[src/rtl/ycbcr_pkg.sv]
// ycbcr_pkg: BT.601 full-range coefficients and fixed-point types shared by the YCbCr/RGB stages
package ycbcr_pkg;
  localparam int FRAC_W = 10;
  localparam int COEF_W = 13;
  localparam int ACC_W  = 24;
  localparam logic signed [COEF_W-1:0] K_RCR = 13'sd1436;
  localparam logic signed [COEF_W-1:0] K_GCB = 13'sd352;
  localparam logic signed [COEF_W-1:0] K_GCR = 13'sd731;
  localparam logic signed [COEF_W-1:0] K_BCB = 13'sd1815;
  typedef logic signed [8:0] dchroma_t;
  typedef logic signed [ACC_W-1:0] acc_t;
  localparam dchroma_t C_OFF = 9'sd128;
  localparam acc_t RND = 24'sd512;
endpackage

[src/rtl/ycbcr2rgb_sat.sv]
// ycbcr2rgb_sat: drops Q10 fraction and clamps to 0..255; clip output only with YCBCR2RGB_CLIP_FLAG_EN
module ycbcr2rgb_sat
  import ycbcr_pkg::*;
(
  input  logic signed [ACC_W-1:0] s,
  output logic [7:0] q
`ifdef YCBCR2RGB_CLIP_FLAG_EN
  , output logic clip
`endif
);
  logic signed [ACC_W-1:0] sh;
  logic lo, hi;
  assign sh = s >>> FRAC_W;
  assign lo = sh[ACC_W-1];
  assign hi = !lo && |sh[ACC_W-2:8];
  assign q = lo ? 8'd0 : hi ? 8'hff : sh[7:0];
`ifdef YCBCR2RGB_CLIP_FLAG_EN
  assign clip = lo | hi;
`endif
endmodule

[src/rtl/ycbcr2rgb.sv]
// ycbcr2rgb: 4-stage BT.601 full-range YCbCr to RGB converter with clock enable.
// Optional clamp indicator oClip under YCBCR2RGB_CLIP_FLAG_EN.
module ycbcr2rgb
  import ycbcr_pkg::*;
(
  input  logic iClk,
  input  logic iRst,
  input  logic iCe,
  input  logic iValid,
  input  logic [7:0] iY,
  input  logic [7:0] iCb,
  input  logic [7:0] iCr,
  output logic oValid,
  output logic [7:0] oR,
  output logic [7:0] oG,
  output logic [7:0] oB
`ifdef YCBCR2RGB_CLIP_FLAG_EN
  , output logic oClip
`endif
);
  logic [7:0] y1;
  dchroma_t dcb1, dcr1;
  logic v1, v2, v3;
  acc_t ysh2, prcr2, pgcb2, pgcr2, pbcb2, sr3, sg3, sb3;
  logic [7:0] r4, g4, b4;
`ifdef YCBCR2RGB_CLIP_FLAG_EN
  logic cr4, cg4, cb4;
  ycbcr2rgb_sat u_r (.s(sr3), .q(r4), .clip(cr4));
  ycbcr2rgb_sat u_g (.s(sg3), .q(g4), .clip(cg4));
  ycbcr2rgb_sat u_b (.s(sb3), .q(b4), .clip(cb4));
`else
  ycbcr2rgb_sat u_r (.s(sr3), .q(r4));
  ycbcr2rgb_sat u_g (.s(sg3), .q(g4));
  ycbcr2rgb_sat u_b (.s(sb3), .q(b4));
`endif
  always_ff @(posedge iClk) begin
    if (!iRst) begin
      y1 <= '0;
      dcb1 <= '0;
      dcr1 <= '0;
      v1 <= 1'b0;
      ysh2 <= '0;
      prcr2 <= '0;
      pgcb2 <= '0;
      pgcr2 <= '0;
      pbcb2 <= '0;
      v2 <= 1'b0;
      sr3 <= '0;
      sg3 <= '0;
      sb3 <= '0;
      v3 <= 1'b0;
      oR <= '0;
      oG <= '0;
      oB <= '0;
      oValid <= 1'b0;
`ifdef YCBCR2RGB_CLIP_FLAG_EN
      oClip <= 1'b0;
`endif
    end else if (iCe) begin
      y1 <= iY;
      dcb1 <= $signed({1'b0, iCb}) - C_OFF;
      dcr1 <= $signed({1'b0, iCr}) - C_OFF;
      v1 <= iValid;
      ysh2 <= acc_t'(y1) <<< FRAC_W;
      prcr2 <= acc_t'(K_RCR) * acc_t'(dcr1);
      pgcb2 <= acc_t'(K_GCB) * acc_t'(dcb1);
      pgcr2 <= acc_t'(K_GCR) * acc_t'(dcr1);
      pbcb2 <= acc_t'(K_BCB) * acc_t'(dcb1);
      v2 <= v1;
      sr3 <= ysh2 + prcr2 + RND;
      sg3 <= ysh2 - pgcb2 - pgcr2 + RND;
      sb3 <= ysh2 + pbcb2 + RND;
      v3 <= v2;
      oR <= r4;
      oG <= g4;
      oB <= b4;
      oValid <= v3;
`ifdef YCBCR2RGB_CLIP_FLAG_EN
      oClip <= v3 & (cr4 | cg4 | cb4);
`endif
    end
  end
endmodule
[config.mk]
export PLATFORM = sky130hd
export DESIGN_NAME = ycbcr2rgb
export DESIGN_NICKNAME = d
export VERILOG_FILES = /design/src/rtl/ycbcr_pkg.sv /design/src/rtl/ycbcr2rgb_sat.sv /design/src/rtl/ycbcr2rgb.sv
export SDC_FILE = /design/constraint.sdc
export NUM_CORES = 1
export LEC_CHECK = 0
export ABC_AREA = 1
export ABC_CLOCK_PERIOD_IN_PS = 6350
export CAP_MARGIN = 20
export CORE_UTILIZATION = 54
export CTS_CLUSTER_SIZE = 30
export DETAILED_ROUTE_END_ITERATION = 8
export PLACE_DENSITY_LB_ADDON = 0.1
export REMOVE_ABC_BUFFERS = 1
export SLEW_MARGIN = 20
export SYNTH_ARGS = -nofsm -noshare
export SYNTH_HDL_FRONTEND = slang
export SYNTH_HIERARCHICAL = 1
export SYNTH_SLANG_ARGS = --single-unit
[constraint.sdc]
create_clock -name iClk -period 6.35 [get_ports iClk]
set_clock_uncertainty 0.15 [all_clocks]
set_input_delay 1.5875 -clock iClk [delete_from_list [all_inputs] [get_ports iClk]]
set_output_delay 1.5875 -clock iClk [all_outputs]
set_load 0.005 [all_outputs]
# Yosys cells after proc, flatten, opt, wreduce, memory -nomap -nowiden
# Index checks and enable logic that the tools add are counted.
[totals] register_bits=223
[classes] n_reduce_logical=9 mux=6 n_mul=4 add_sub_neg=9
[op_table] op="$add 24x11->24 const B" count=3
[op_table] op="$add 19x24->24" count=2
[op_table] op="$mux 8" count=6
[op_table] op="$sub 19x24->24" count=1
[op_table] op="$sub 24x24->24" count=1
[op_table] op="$mul 12x9->21 const A" count=1
[op_table] op="$mul 11x9->20 const A" count=1
[op_table] op="$mul 10x9->19 const A" count=1
[op_table] op="$reduce_or 6->1" count=3
[op_table] op="$sub 8x8->9 const B" count=2
[op_table] op="$mul 5x9->14 const A" count=1
[op_table] op="$logic_and 1x1->1" count=3
[op_table] op="$logic_not 1->1" count=3

# Longest topological paths before layout
[depth] word_depth=4 ltp_mapped=21 depth_no_buf=21

# Cells and area by module
# Netlist, hierarchy kept.
[modules_own_cells] mod="ycbcr2rgb" cells_per_inst=2170 instances=1 seq_area_each_um2=3983.8 area_each_um2=15728.8
[modules_own_cells] mod="ycbcr2rgb_sat" cells_per_inst=21 instances=3 seq_area_each_um2=0.0 area_each_um2=87.6

# Least setup slack after synthesis
# No wires, ideal clock.
[synth_path] kind="register to register" startpoint="reg dcr1[7]" endpoint="reg pgcr2[15]" t_arrival_ps=4200 path_stages_with_launch=21 path_slack_ps=1885 path_cell_list="dfxtp_1 clkbuf_1 inv_1 ha_1 ha_1 inv_1 fa_1 inv_1 fa_1 fa_1 ha_1 a21oi_1 nand2_1 nand2_1 nand2_1 nand2_1 nand2_1 nand2_1 nand2_1 o21ai_0 inv_1"
[synth_between] elab_chain_cells=1
[synth_lines] item="from (decl)" line="ycbcr2rgb.sv:22" rtl="dchroma_t dcb1, dcr1;"
[synth_lines] item="from (signal assigned)" line="ycbcr2rgb.sv:62" rtl="dcr1 <= $signed({1'b0, iCr}) - C_OFF;"
[synth_lines] item="$mul 11x9->20" line="ycbcr2rgb.sv:67" rtl="pgcr2 <= acc_t'(K_GCR) * acc_t'(dcr1);"
[synth_lines] item="to (signal assigned)" line="ycbcr2rgb.sv:67"
[synth_lines] item="to (decl)" line="ycbcr2rgb.sv:24" rtl="acc_t ysh2, prcr2, pgcb2, pgcr2, pbcb2, sr3, sg3, sb3;"
# No other way between the ends.
# A chain may end at the register's enable or synchronous reset.

# Final worst setup path
[layout_path] startpoint="reg dcr1[1]" endpoint="reg pgcr2[15]"
# The elaborated chain is that of the path after synthesis.

==> impl_metrics.json <==
{
  "status": "finished with violations",
  "violations": "design-rule violations",
  "routabilityCongestion": 0.896,
  "antenna_found_initial": 0,
  "clockRootBuffer": "clkbuf_16",
  "cts.path.max_buffers": 2,
  "final_area_um2": 15900,
  "min_period_ns": 4.70,
  "relSlewSlack": 0.391,
  "r2r_setup_slack_ns": 1.65,
  "maxCapViolations": 0,
  "fin_cells": 2426,
  "rsz0062_at_grt": "false",
  "arrival_ns": 4.89,
  "synthCells": 2069,
  "numCtsBuffers": 17,
  "postPlaceCellArea_um2": 15300,
  "start_kind": "register",
  "finalSetupViolations": 0,
  "timing.setup.tns_ns": 0,
  "dieArea_um2": 27800,
  "leakage_nw": 8.91,
  "critPathSlowestCell": "fa_1",
  "slew_viol_final": 0,
  "utilization": 0.605,
  "cts_tree": "done",
  "layout_commonest_cell": "inv_1",
  "nets": 2414,
  "initial_core_util": 0.555,
  "remaining_drc_errors": 8,
  "hp-class": "register to register",
  "power_mw": 4.59,
  "hold_depth": 2,
  "placedCellCount": 2394,
  "critPathMostFrequentCell": "nand2_1",
  "cp-end-kind": "register",
  "powerDensity_nw_per_um2": 288,
  "synth_area_um2": 14600,
  "max_freq_mhz": 213,
  "reg2regPathDepth": 18,
  "die_w_um": 167,
  "dp_hpwl_um": 26700,
  "finalHoldViolations": 0,
  "path_clk_slew_ns": 0.08,
  "clkLatencyLatePin_ns": 0.44,
  "num_vias": 12300,
  "grt_pass1_wl_um": 59700,
  "overflow": 0,
  "cp_slowest_stage_delay_ns": 0.56,
  "post_cts_resized": 0,
  "drive_gt1_frac": 0.0325,
  "cts.hold.buffers_added": 0,
  "worstHoldStart": "pgcr2[6]",
  "antenna_cells": 0,
  "path_class": "register to register",
  "fin_hold_ws_ns": 0.317,
  "num_io_pins": 53,
  "crit_chain": "inv_1, ha_1, fa_1, fa_1, inv_1, fa_1, fa_1, ha_1, a21oi_1, nand2_1, nand2_1, nand2_1, nand2_1, nand2_1, nand2_1, nand2_1, o21ai_0, inv_1",
  "core-area_um2": 26400,
  "avgRoutedWirePerCell_um": 14.2,
  "crit_fanout": 6,
  "postCtsSetupRepairBufs": 0,
  "numClockSinks": 160,
  "grt_start_max_net_pins": 93,
  "worst_slew_pin_slew_ns": 0.914,
  "r2r_end": "pgcr2[15]",
  "via_per_inst": 5.08,
  "post-route-period-util": 0.741,
  "dr.pass1.iters": 9,
  "ant_nets": 0,
  "worst_slack_ns": 1.65,
  "min_to": "pgcr2[6]",
  "drt_wl_total_um": 34500,
  "place_ws_ns": 1.70,
  "rows": 59,
  "peakVddDrop_mv": 0.220,
  "required_ns": 6.53,
  "die_h_um": 167,
  "track_usage": 0.266,
  "reg2reg_from": "dcr1[1]",
  "avgSynthCellArea_um2": 7.07,
  "grt_pass1_vias": 12100,
  "ys_warn_count": 6,
  "mostFrequentLayoutCells": "367 x inv_1, 337 x nor2_1, 333 x nand2_1",
  "io_buffers": 52,
  "htreeDepth": 4,
  "initialDrtViolationCount": 796,
  "area_growth_pct": 8.98
}
-- final cells by class --
| class | instances | area [µm²] |
|---|---|---|
| clock buffer | 17 | 425 |
| clock inverter | 15 | 210 |
| fill | 2555 | 10400 |
| inverter | 371 | 1400 |
| multi-input combinational | 1469 | 9730 |
| sequential | 160 | 3200 |
| tap | 335 | 419 |
| timing repair buffer | 59 | 566 |
-- registers in the layout, summed over array words and instances (netlist names), 8 cells and up --
| signal | count |
|---|---|
| y1 | 8 |
| pgcr2 | 20 |
| pbcb2 | 14 |
| oB | 8 |
| dcr1 | 8 |
| ysh2 | 8 |
| sg3 | 14 |
| sb3 | 14 |
| sr3 | 14 |
| oR | 8 |
| dcb1 | 8 |
| pgcb2 | 12 |
| oG | 8 |
| prcr2 | 12 |
-- routing by layer --
metal	vias to the layer above	part of all wire	wire (µm)	GRT usage
li1	6493	-	-	-
met5	-	0	0	0
met4	0	0.0087	300	0.0475
met2	198	0.44	15100	0.426
met1	5611	0.52	17900	0.386
met3	24	0.036	1240	0.0316
-- worst max path at each step --
stage / endpoint / from / depth (start not counted) / slack, ns
after floorplan: pgcr2[15] / dcr1[7] / 19 / 1.96
after global placement: pgcr2[15] / dcr1[1] / 18 / 1.81
after detailed placement: pgcr2[15] / dcr1[1] / 18 / 1.70
after CTS: pgcr2[15] / dcr1[1] / 18 / 1.69
after global routing: pgcr2[15] / dcr1[7] / 20 / 1.35
final: pgcr2[15] / dcr1[1] / 18 / 1.65
-- power breakdown --
group	switching, mW	internal (mW)	leakage (nW)
clock network	0.526	0.576	0.308
logic	1.44	0.835	7.28
registers	0.0897	1.13	1.33
total	2.05	2.54	8.91
-- worst max-delay path: cells and delay by family, from the launching register on --
kind | cells | cell delay (ns)
buffers and inverters | 3 | 0.26
flip-flops | 1 | 0.47
AO/OA/AOI/OAI | 2 | 0.32
adder cells (fa/ha/maj) | 6 | 2.83
AND/OR/NAND/NOR | 7 | 0.57
(Power assumes the default switching activity.)
